File: config.mk
export PLATFORM = sky130hd
export DESIGN_NAME = lcd_hd44780_sequencer
export DESIGN_NICKNAME = d
export VERILOG_FILES = /design/src/rtl/lcd_hd44780_sequencer.sv
export SDC_FILE = /design/constraint.sdc
export NUM_CORES = 1
export LEC_CHECK = 0
export CORE_MARGIN = 2
export CORE_UTILIZATION = 32
export DETAILED_ROUTE_END_ITERATION = 10
export SLEW_MARGIN = 20
export SYNTH_ARGS = -nofsm -noshare
export SYNTH_HDL_FRONTEND = slang
export SYNTH_SLANG_ARGS = --single-unit
File: constraint.sdc
create_clock -name clk_25mhz -period 2.25 [get_ports clk_25mhz]
set_clock_uncertainty 0.2 [all_clocks]
set_input_delay 0.675 -clock clk_25mhz [delete_from_list [all_inputs] [get_ports clk_25mhz]]
set_output_delay 0.675 -clock clk_25mhz [all_outputs]
set_load 0.005 [all_outputs]
File: src/rtl/lcd_hd44780_sequencer.sv
// HD44780 4-bit LCD sequencer: power-on init, then byte writes split into timed E-strobed nibbles.
// Optional input FIFO enabled by defining LCD_SEQ_FIFO_EN.
module lcd_hd44780_sequencer #(
    parameter int         POWERUP_CYCLES    = 375000,
    parameter int         INIT1_CYCLES      = 103000,
    parameter int         INIT2_CYCLES      = 2500,
    parameter int         CMD_CYCLES        = 1000,
    parameter int         LONG_CMD_CYCLES   = 50000,
    parameter int         SETUP_CYCLES      = 10,
    parameter int         PULSE_CYCLES      = 12,
    parameter int         NIBBLE_GAP_CYCLES = 25,
    parameter logic [7:0] FUNC_SET          = 8'h28,
    parameter logic [7:0] DISP_CTRL         = 8'h0C,
    parameter logic [7:0] ENTRY_MODE        = 8'h06
) (
    input  logic       clk_25mhz,
    input  logic       reset_n,
    input  logic       in_valid,
    input  logic       in_rs,
    input  logic [7:0] in_data,
    output logic       in_ready,
    output logic       init_done,
    output logic       busy,
    output logic [3:0] lcd_data,
    output logic       lcd_rs,
    output logic       lcd_rw,
    output logic       lcd_e
);

    function automatic int maxOf(input int a, input int b);
        return (a > b) ? a : b;
    endfunction

    localparam int MAX_CYC = maxOf(maxOf(maxOf(POWERUP_CYCLES, INIT1_CYCLES), maxOf(INIT2_CYCLES, CMD_CYCLES)),
                                   maxOf(maxOf(LONG_CMD_CYCLES, SETUP_CYCLES), maxOf(PULSE_CYCLES, NIBBLE_GAP_CYCLES)));
    localparam int CW = $clog2(MAX_CYC + 1);

    localparam logic [CW-1:0] L_PWR   = CW'(POWERUP_CYCLES - 1);
    localparam logic [CW-1:0] L_INIT1 = CW'(INIT1_CYCLES - 1);
    localparam logic [CW-1:0] L_INIT2 = CW'(INIT2_CYCLES - 1);
    localparam logic [CW-1:0] L_CMD   = CW'(CMD_CYCLES - 1);
    localparam logic [CW-1:0] L_LONG  = CW'(LONG_CMD_CYCLES - 1);
    localparam logic [CW-1:0] L_SETUP = CW'(SETUP_CYCLES - 1);
    localparam logic [CW-1:0] L_PULSE = CW'(PULSE_CYCLES - 1);
    localparam logic [CW-1:0] L_GAP   = CW'(NIBBLE_GAP_CYCLES - 1);

    // Clear and home (commands 0x01..0x03) need the long execution wait.
    function automatic logic [CW-1:0] execLast(input logic rs, input logic [7:0] d);
        return (!rs && d[7:2] == 6'd0) ? L_LONG : L_CMD;
    endfunction

    typedef enum logic [2:0] {PWR_WAIT, NIB_SETUP, NIB_HIGH, NIB_LOW, IDLE, LOAD} state_t;

    state_t          r_state;
    logic [CW-1:0]   r_cnt;
    logic [3:0]      r_step;
    logic [7:0]      r_byte;
    logic            r_rs;
    logic            r_second;
    logic [CW-1:0]   r_execLast;
    logic            r_initDone;
    logic            r_idleReady;
    logic            r_engBusy;
    logic [3:0]      r_lcdData;
    logic            r_lcdRs;
    logic            r_lcdE;

    logic [7:0]      w_itemData;
    logic            w_itemIsByte;
    logic [CW-1:0]   w_itemLast;
    logic [CW-1:0]   w_lowLast;
    logic            w_take;
    logic            w_takeRs;
    logic [7:0]      w_takeData;

    // Init items: the first four are lone nibbles carried in the high half.
    always_comb begin
        w_itemData   = 8'h00;
        w_itemIsByte = 1'b0;
        w_itemLast   = L_CMD;
        case (r_step)
            4'd0: begin w_itemData = 8'h30; w_itemLast = L_INIT1; end
            4'd1: begin w_itemData = 8'h30; w_itemLast = L_INIT2; end
            4'd2: begin w_itemData = 8'h30; w_itemLast = L_CMD;   end
            4'd3: begin w_itemData = 8'h20; w_itemLast = L_CMD;   end
            4'd4: begin w_itemData = FUNC_SET;   w_itemIsByte = 1'b1; w_itemLast = execLast(1'b0, FUNC_SET);   end
            4'd5: begin w_itemData = DISP_CTRL;  w_itemIsByte = 1'b1; w_itemLast = execLast(1'b0, DISP_CTRL);  end
            4'd6: begin w_itemData = 8'h01;      w_itemIsByte = 1'b1; w_itemLast = execLast(1'b0, 8'h01);      end
            4'd7: begin w_itemData = ENTRY_MODE; w_itemIsByte = 1'b1; w_itemLast = execLast(1'b0, ENTRY_MODE); end
            default: ;
        endcase
    end

    assign w_lowLast = r_second ? L_GAP : r_execLast;

    always_ff @(posedge clk_25mhz or negedge reset_n) begin
        if (!reset_n) begin
            r_state     <= PWR_WAIT;
            r_cnt       <= '0;
            r_step      <= '0;
            r_byte      <= '0;
            r_rs        <= 1'b0;
            r_second    <= 1'b0;
            r_execLast  <= '0;
            r_initDone  <= 1'b0;
            r_idleReady <= 1'b0;
            r_engBusy   <= 1'b1;
            r_lcdData   <= '0;
            r_lcdRs     <= 1'b0;
            r_lcdE      <= 1'b0;
        end else begin
            case (r_state)
                PWR_WAIT: begin
                    if (r_cnt == L_PWR) begin
                        r_cnt      <= '0;
                        r_state    <= NIB_SETUP;
                        r_step     <= r_step + 4'd1;
                        r_byte     <= w_itemData;
                        r_rs       <= 1'b0;
                        r_second   <= w_itemIsByte;
                        r_execLast <= w_itemLast;
                        r_lcdData  <= w_itemData[7:4];
                        r_lcdRs    <= 1'b0;
                    end else begin
                        r_cnt <= r_cnt + 1'b1;
                    end
                end
                NIB_SETUP: begin
                    if (r_cnt == L_SETUP) begin
                        r_cnt   <= '0;
                        r_lcdE  <= 1'b1;
                        r_state <= NIB_HIGH;
                    end else begin
                        r_cnt <= r_cnt + 1'b1;
                    end
                end
                NIB_HIGH: begin
                    if (r_cnt == L_PULSE) begin
                        r_cnt   <= '0;
                        r_lcdE  <= 1'b0;
                        r_state <= NIB_LOW;
                    end else begin
                        r_cnt <= r_cnt + 1'b1;
                    end
                end
                // E-low wait: nibble gap if the low half is pending, else the execution wait.
                NIB_LOW: begin
                    if (r_cnt == w_lowLast) begin
                        r_cnt <= '0;
                        if (r_second) begin
                            r_second  <= 1'b0;
                            r_lcdData <= r_byte[3:0];
                            r_state   <= NIB_SETUP;
                        end else if (!r_initDone && r_step != 4'd8) begin
                            r_state    <= NIB_SETUP;
                            r_step     <= r_step + 4'd1;
                            r_byte     <= w_itemData;
                            r_rs       <= 1'b0;
                            r_second   <= w_itemIsByte;
                            r_execLast <= w_itemLast;
                            r_lcdData  <= w_itemData[7:4];
                            r_lcdRs    <= 1'b0;
                        end else begin
                            r_state     <= IDLE;
                            r_initDone  <= 1'b1;
                            r_idleReady <= 1'b1;
                            r_engBusy   <= 1'b0;
                        end
                    end else begin
                        r_cnt <= r_cnt + 1'b1;
                    end
                end
                IDLE: begin
                    if (w_take) begin
                        r_byte      <= w_takeData;
                        r_rs        <= w_takeRs;
                        r_execLast  <= execLast(w_takeRs, w_takeData);
                        r_idleReady <= 1'b0;
                        r_engBusy   <= 1'b1;
                        r_state     <= LOAD;
                    end
                end
                LOAD: begin
                    r_lcdData <= r_byte[7:4];
                    r_lcdRs   <= r_rs;
                    r_second  <= 1'b1;
                    r_cnt     <= '0;
                    r_state   <= NIB_SETUP;
                end
                default: r_state <= PWR_WAIT;
            endcase
        end
    end

`ifdef LCD_SEQ_FIFO_EN
    logic [8:0] r_fifo [4];
    logic [1:0] r_wp;
    logic [1:0] r_rp;
    logic [2:0] r_count;
    logic       r_fifoReady;
    logic       r_fifoNz;
    logic       w_push;
    logic [2:0] w_countNext;

    // Pop only sees the registered count, so a push into an empty FIFO pops a cycle later.
    assign w_push      = in_valid & r_fifoReady;
    assign w_take      = r_idleReady & (r_count != 3'd0);
    assign w_takeRs    = r_fifo[r_rp][8];
    assign w_takeData  = r_fifo[r_rp][7:0];
    assign w_countNext = r_count + {2'b00, w_push} - {2'b00, w_take};

    always_ff @(posedge clk_25mhz) begin
        if (w_push) r_fifo[r_wp] <= {in_rs, in_data};
    end

    always_ff @(posedge clk_25mhz or negedge reset_n) begin
        if (!reset_n) begin
            r_wp        <= '0;
            r_rp        <= '0;
            r_count     <= '0;
            r_fifoReady <= 1'b0;
            r_fifoNz    <= 1'b0;
        end else begin
            if (w_push) r_wp <= r_wp + 2'd1;
            if (w_take) r_rp <= r_rp + 2'd1;
            r_count     <= w_countNext;
            r_fifoReady <= (w_countNext != 3'd4);
            r_fifoNz    <= (w_countNext != 3'd0);
        end
    end

    assign in_ready = r_fifoReady;
    assign busy     = r_engBusy | r_fifoNz;
`else
    assign w_take     = r_idleReady & in_valid;
    assign w_takeRs   = in_rs;
    assign w_takeData = in_data;
    assign in_ready   = r_idleReady;
    assign busy       = r_engBusy;
`endif

    assign init_done = r_initDone;
    assign lcd_data  = r_lcdData;
    assign lcd_rs    = r_lcdRs;
    assign lcd_rw    = 1'b0;
    assign lcd_e     = r_lcdE;

endmodule

Yosys cells after proc, flatten, opt, wreduce, memory -nomap -nowiden
Index checks and enable logic that the tools add are counted.
{ "op_classes": {"add_sub_neg": 2, "n_mux": 65, "reduce_logical": 24, "n_bitwise": 3, "eq_ne": 26} }
{ "op_table": {"columns": ["operator", "n"], "rows": [
  ["$mux W19", 10],
  ["$pmux W19 S5", 1],
  ["$pmux W19 S3", 1],
  ["$pmux W17 S3", 1],
  ["$mux W8", 5],
  ["$eq A19 B4 Y1 const B", 2],
  ["$pmux W6 S6", 1],
  ["$mux W4", 8],
  ["$pmux W8 S3", 1],
  ["$mux W3", 7],
  ["$mux W1", 20],
  ["$reduce_and A5 Y1", 4],
  ["$add A19 B1 Y19 const B", 1],
  ["$eq A19 B19 Y1", 1],
  ["$eq A19 B19 Y1 const B", 1],
  ["$pmux W3 S6", 1],
  ["$eq A4 B3 Y1 const B", 4],
  ["$mux W16", 1],
  ["$ne A2 B2 Y1 const B", 8],
  ["$pmux W4 S3", 1],
  ["$pmux W1 S3", 3],
  ["$eq A4 B2 Y1 const B", 2],
  ["$pmux W4 S2", 1],
  ["$reduce_and A4 Y1", 2],
  ["22 further kinds", 33]
]} }
{ "word_totals": {"ff_bits": 64, "out_inout_bits": 10, "word_cells": 133, "in_bits": 12} }

Logic depth before layout (Yosys ltp)
{ "depth": {"ltp_word": 7, "mapped_depth": 10, "depth_no_buf": 8} }

Least setup slack after synthesis
Ideal clock, no wire load.
{ "synth_path": {"path_type": "register to register", "startpoint": "register r_cnt[10]", "endpoint": "register r_execLast[5]", "setup_ps": 125, "setup_slack_ps": -132, "required_ps": 1925, "path_buffers": 2, "path_stages_with_launch": 9, "t_arrival_ps": 2056, "period_less_slack_ps": 2382, "cell_sequence": "dfrtp_1 nor4_4 o21ai_2 nor4_4 and4_1 o21bai_2 buf_6 buf_12 mux2_4"} }
{ "synth_between": {"elab_chain_len": 3, "word_cells_on_any_way": 5, "classes_between": "4 x eq/ne; 1 x reduce/logical"} }
{ "synth_lines": {"columns": ["item", "line_no", "rtl"], "rows": [
  ["from (decl)", "55", "logic [CW-1:0] r_cnt;"],
  ["from (signal assigned)", "125", "r_cnt <= r_cnt + 1'b1;"],
  ["from (signal assigned)", "134", "r_cnt <= r_cnt + 1'b1;"],
  ["from (signal assigned)", "143", "r_cnt <= r_cnt + 1'b1;"],
  ["$eq A19 B19 Y1 (on tied branches)", "148, 114", null],
  ["$ne A2 B2 Y1 (no line)", null, null],
  ["$reduce_and A6 Y1 (no line) *", null, null],
  ["to (signal assigned)", "121", "r_execLast <= w_itemLast;"],
  ["to (signal assigned)", "160", "r_execLast <= w_itemLast;"],
  ["to (signal assigned)", "177", "r_execLast <= execLast(w_takeRs, w_takeData);"],
  ["to (decl)", "60", "logic [CW-1:0] r_execLast;"]
]} }
Mark *: on every way between the ends. The rest lies on a longest branch, timed or not.
A chain may end at the register's enable or synchronous reset.

Final worst setup path
{ "layout_path": {"startpoint": "register r_second", "endpoint": "register r_execLast[5]"} }
{ "layout_between": {"elab_chain_len": 4, "word_cells_on_any_way": 5, "classes_between": "3 x eq/ne; 1 x mux; 1 x reduce/logical"} }
{ "layout_lines": {"columns": ["item", "line_no", "rtl"], "rows": [
  ["from (decl)", "59", "logic r_second;"],
  ["from (signal assigned)", "120", "r_second <= w_itemIsByte;"],
  ["from (signal assigned)", "159", "r_second <= w_itemIsByte;"],
  ["$mux W19", "94", "assign w_lowLast = r_second ? L_GAP : r_execLast;"],
  ["$eq A19 B19 Y1", "148", "if (r_cnt == w_lowLast) begin"],
  ["$ne A2 B2 Y1 (no line)", null, null],
  ["$reduce_and A6 Y1 (no line) *", null, null]
]} }
Marked as above.

==> impl_metrics.tcl <==
set metrics [dict create \
    status "complete, but fails checks" \
    numCtsBuffers 5 \
    htreeDepth 2 \
    utilization_pct 47.8 \
    cts_tree "done" \
    syn_inst 399 \
    p_leak_nw 2.30 \
    critical_path_buf_inv_count 3 \
    fin_nets 524 \
    synthesis.nets 417 \
    ys_seq_area_share_pct 37.8 \
    synth_edf_count 0 \
    worst-setup-path-type "flip-flop to flip-flop" \
    crit_fanout 16 \
    drive_gt1_share_pct 40.0 \
    fp.dieH_um 110 \
    hold_viol_final 0 \
    synth_fa_ha_area_share_pct 2.10 \
    syn_to_final_growth_pct 45.6 \
    grt_setup_unrepaired "true" \
    yosysUniqueCellTypes 68 \
    max_freq_mhz 396 \
    post-route-period-util_pct 112 \
    synth_mux_area_share_pct 7.70 \
    grt_pass1_vias 3355 \
    die_area_mm2 0.0120 \
    cp_cell_sequence "buf_12 -> nor4b_2 -> a32oi_2 -> a22oi_2 -> and4_1 -> o21bai_4 -> buf_12 -> buf_8 -> mux2_4" \
    start_kind "flip-flop" \
    p_per_area_mw_per_mm2 313 \
    wl_mm 11.0 \
    dr_total_vias 3452 \
    worst_path_most_repeated_cell "buf_12" \
    cp.required_ns 2.26 \
    layout_commonest_cell "buf_4" \
    ios 22 \
    ir_worst_vdd_uv 240 \
    n_antenna_cell 0 \
    final-setup-viol-count 51 \
    start_util_pct 32.8 \
    syn_area_mm2 0.00357 \
    grt_pass1_wl_mm 17.0 \
    num_rows 38 \
    r2r_start "r_second" \
    grt.total_usage_pct 18.2 \
    grt_max_degree 55 \
    hold_path.class "input port to async pin" \
    synth_flop_cell "dfrtp_1" \
    pre_cts_ws_ns -0.248 \
    arrival_ns 2.54 \
    yosysWarnings 0 \
    final_max_slew_viol_count 0 \
    critPathTopFamily "simple AND/OR/NAND/NOR gates" \
    routed_via_density 5.34 \
    port_buffers 20 \
    critPathCaptureType "flip-flop" \
    synth_compound_area_share_pct 14.7 \
    gp_congestion 0.916 \
    synth_top_family_by_area "simple AND/OR/NAND/NOR gates" \
    timing.final.ws_setup_ns -0.277 \
    failed_checks "setup timing" \
    drv_cap 0 \
    overflow 0 \
    root_buffer "clkbuf_8" \
    clockBufferDepth 2 \
    fillers 988 \
    core_area_mm2 0.0109 \
    antenna_found_initial 0 \
    ys_seq_elements 54 \
    slowest_delay_ns 0.42 \
    drtIter0Drc 337 \
    layout_common_cells "buf_4, dfrtp_1, nand2_1, inv_1, o21ai_0" \
    dr.pass1.iters 4 \
    avgSynthCellArea_um2 8.96 \
    drcViolationCount 0 \
    fp.dieW_um 110 \
    finalCriticalPeriod_ns 2.53 \
    ant_nets 0 \
    cts_hold_buf 0 \
    dp.final_hpwl_mm 7.72 \
    synth-xor-area-share_pct 3.43 \
    clk_pin_slew_worst_paths_ns 0.11 \
    critPathSlowestCell "dfrtp_1" \
    avgRoutedWirePerCell_um 17.0 \
    startpoint "r_second" \
    synth-simple-area-share_pct 27.2 \
    clk_latency_ns 0.32 \
    async_flop_share_pct 100 \
    clkSinkCount 54 \
]
==> through the flow <==
stage               area, um2  hold WS [ns]  total power, W  setup TNS [ns]  std cells
floorplan                3580         0.179        0.000992          -0.512        399
global placement         4450         0.291         0.00104           -4.37        615
detailed placement       4450         0.284         0.00104           -6.45        615
CTS                      4830         0.150         0.00164           -6.02        635
global route             5200         0.148         0.00170          -13.30        647
finish                   5200         0.129         0.00163          -10.31        647
==> power breakdown <==
part	leakage, nW	switching [W]	internal [W]	total, W
Sequential	0.660	0	0.000970	0.000970
Clock	0.0514	0.000354	0.000255	0.000608
Combinational	1.59	0.0000273	0.0000235	0.0000508
==> synth_stat cells, types with 5 or more instances <==
master    number  share of area, %
dfrtp_1       53                37
nand2_1       41               4.3
o21ai_0       30               4.2
nor2_1        23               2.4
nor3_1        22               3.1
inv_1         21               2.2
nand3_1       15               2.1
mux2i_1       11               3.1
a21oi_1       10               1.4
nor2b_1       10               1.8
clkbuf_1       9              0.94
nand4_1        9               1.6
xnor2_1        9               2.2
buf_2          8               1.1
mux2_2         8               2.5
nor4_1         8               1.4
and2_1         7               1.2
ha_1           6               2.1
nand2b_1       6               1.1
o22ai_1        6               1.1
buf_4          5               1.1
mux2_4         5               2.1
xor2_1         5               1.2
==> cell type report <==
class / instances / area [um2] / share of cell area (%)
repair buffers: 127 / 1120 / 21.4
well taps: 140 / 175 / 3.37
flip-flops and latches: 54 / 1370 / 26.3
inverters: 21 / 78.8 / 1.51
clock inverters: 2 / 17.5 / 0.337
clock buffers: 6 / 82.6 / 1.59
multi-input cells: 297 / 2370 / 45.5
==> timing repair <==
item                                    CTS  global route
setup buffers                            13            13
gates resized for setup                  43            69
cloned                                    0             0
pin swaps                                13            25
endpoints found under the setup margin   49            53
==> metal layers <==
metal / track usage [%] / routed length (um) / vias up
met5: 0 / 0 / -
met4: 6.24 / 226 / 0
met3: 3.20 / 448 / 19
met2: 29.3 / 5400 / 86
met1: 24.6 / 4950 / 1710
li1: - / - / 1637
==> state kept, by name, summed over array words and instances (netlist names), 3 cells and up <==
name / cells
r_cnt: 19
r_execLast: 9
r_byte: 8
lcd_data: 4
r_step: 4
r_state: 3
==> path summary, 6_finish.rpt <==
kind | endpoint | slack (ns) | cells after the start
min in group clk_25mhz | busy | 0.32 | 1
worst min-delay path | r_cnt[14] | 0.13 | 2
worst max register to register | r_execLast[5] | -0.28 | 9
max in group asynchronous | busy | 1.42 | 2
worst min register to register | busy | 0.32 | 1
worst max-delay path | r_execLast[5] | -0.28 | 9
==> kinds of logic after synthesis <==
group	Yosys count
AO/OA/AOI/OAI	80
XOR/XNOR	14
adder cells (fa/ha/maj)	6
buffers and inverters	48
flip-flops	54
multiplexers	24
other	1
AND/OR/NAND/NOR	172
Note: power is estimated with default switching activity, not from simulation.
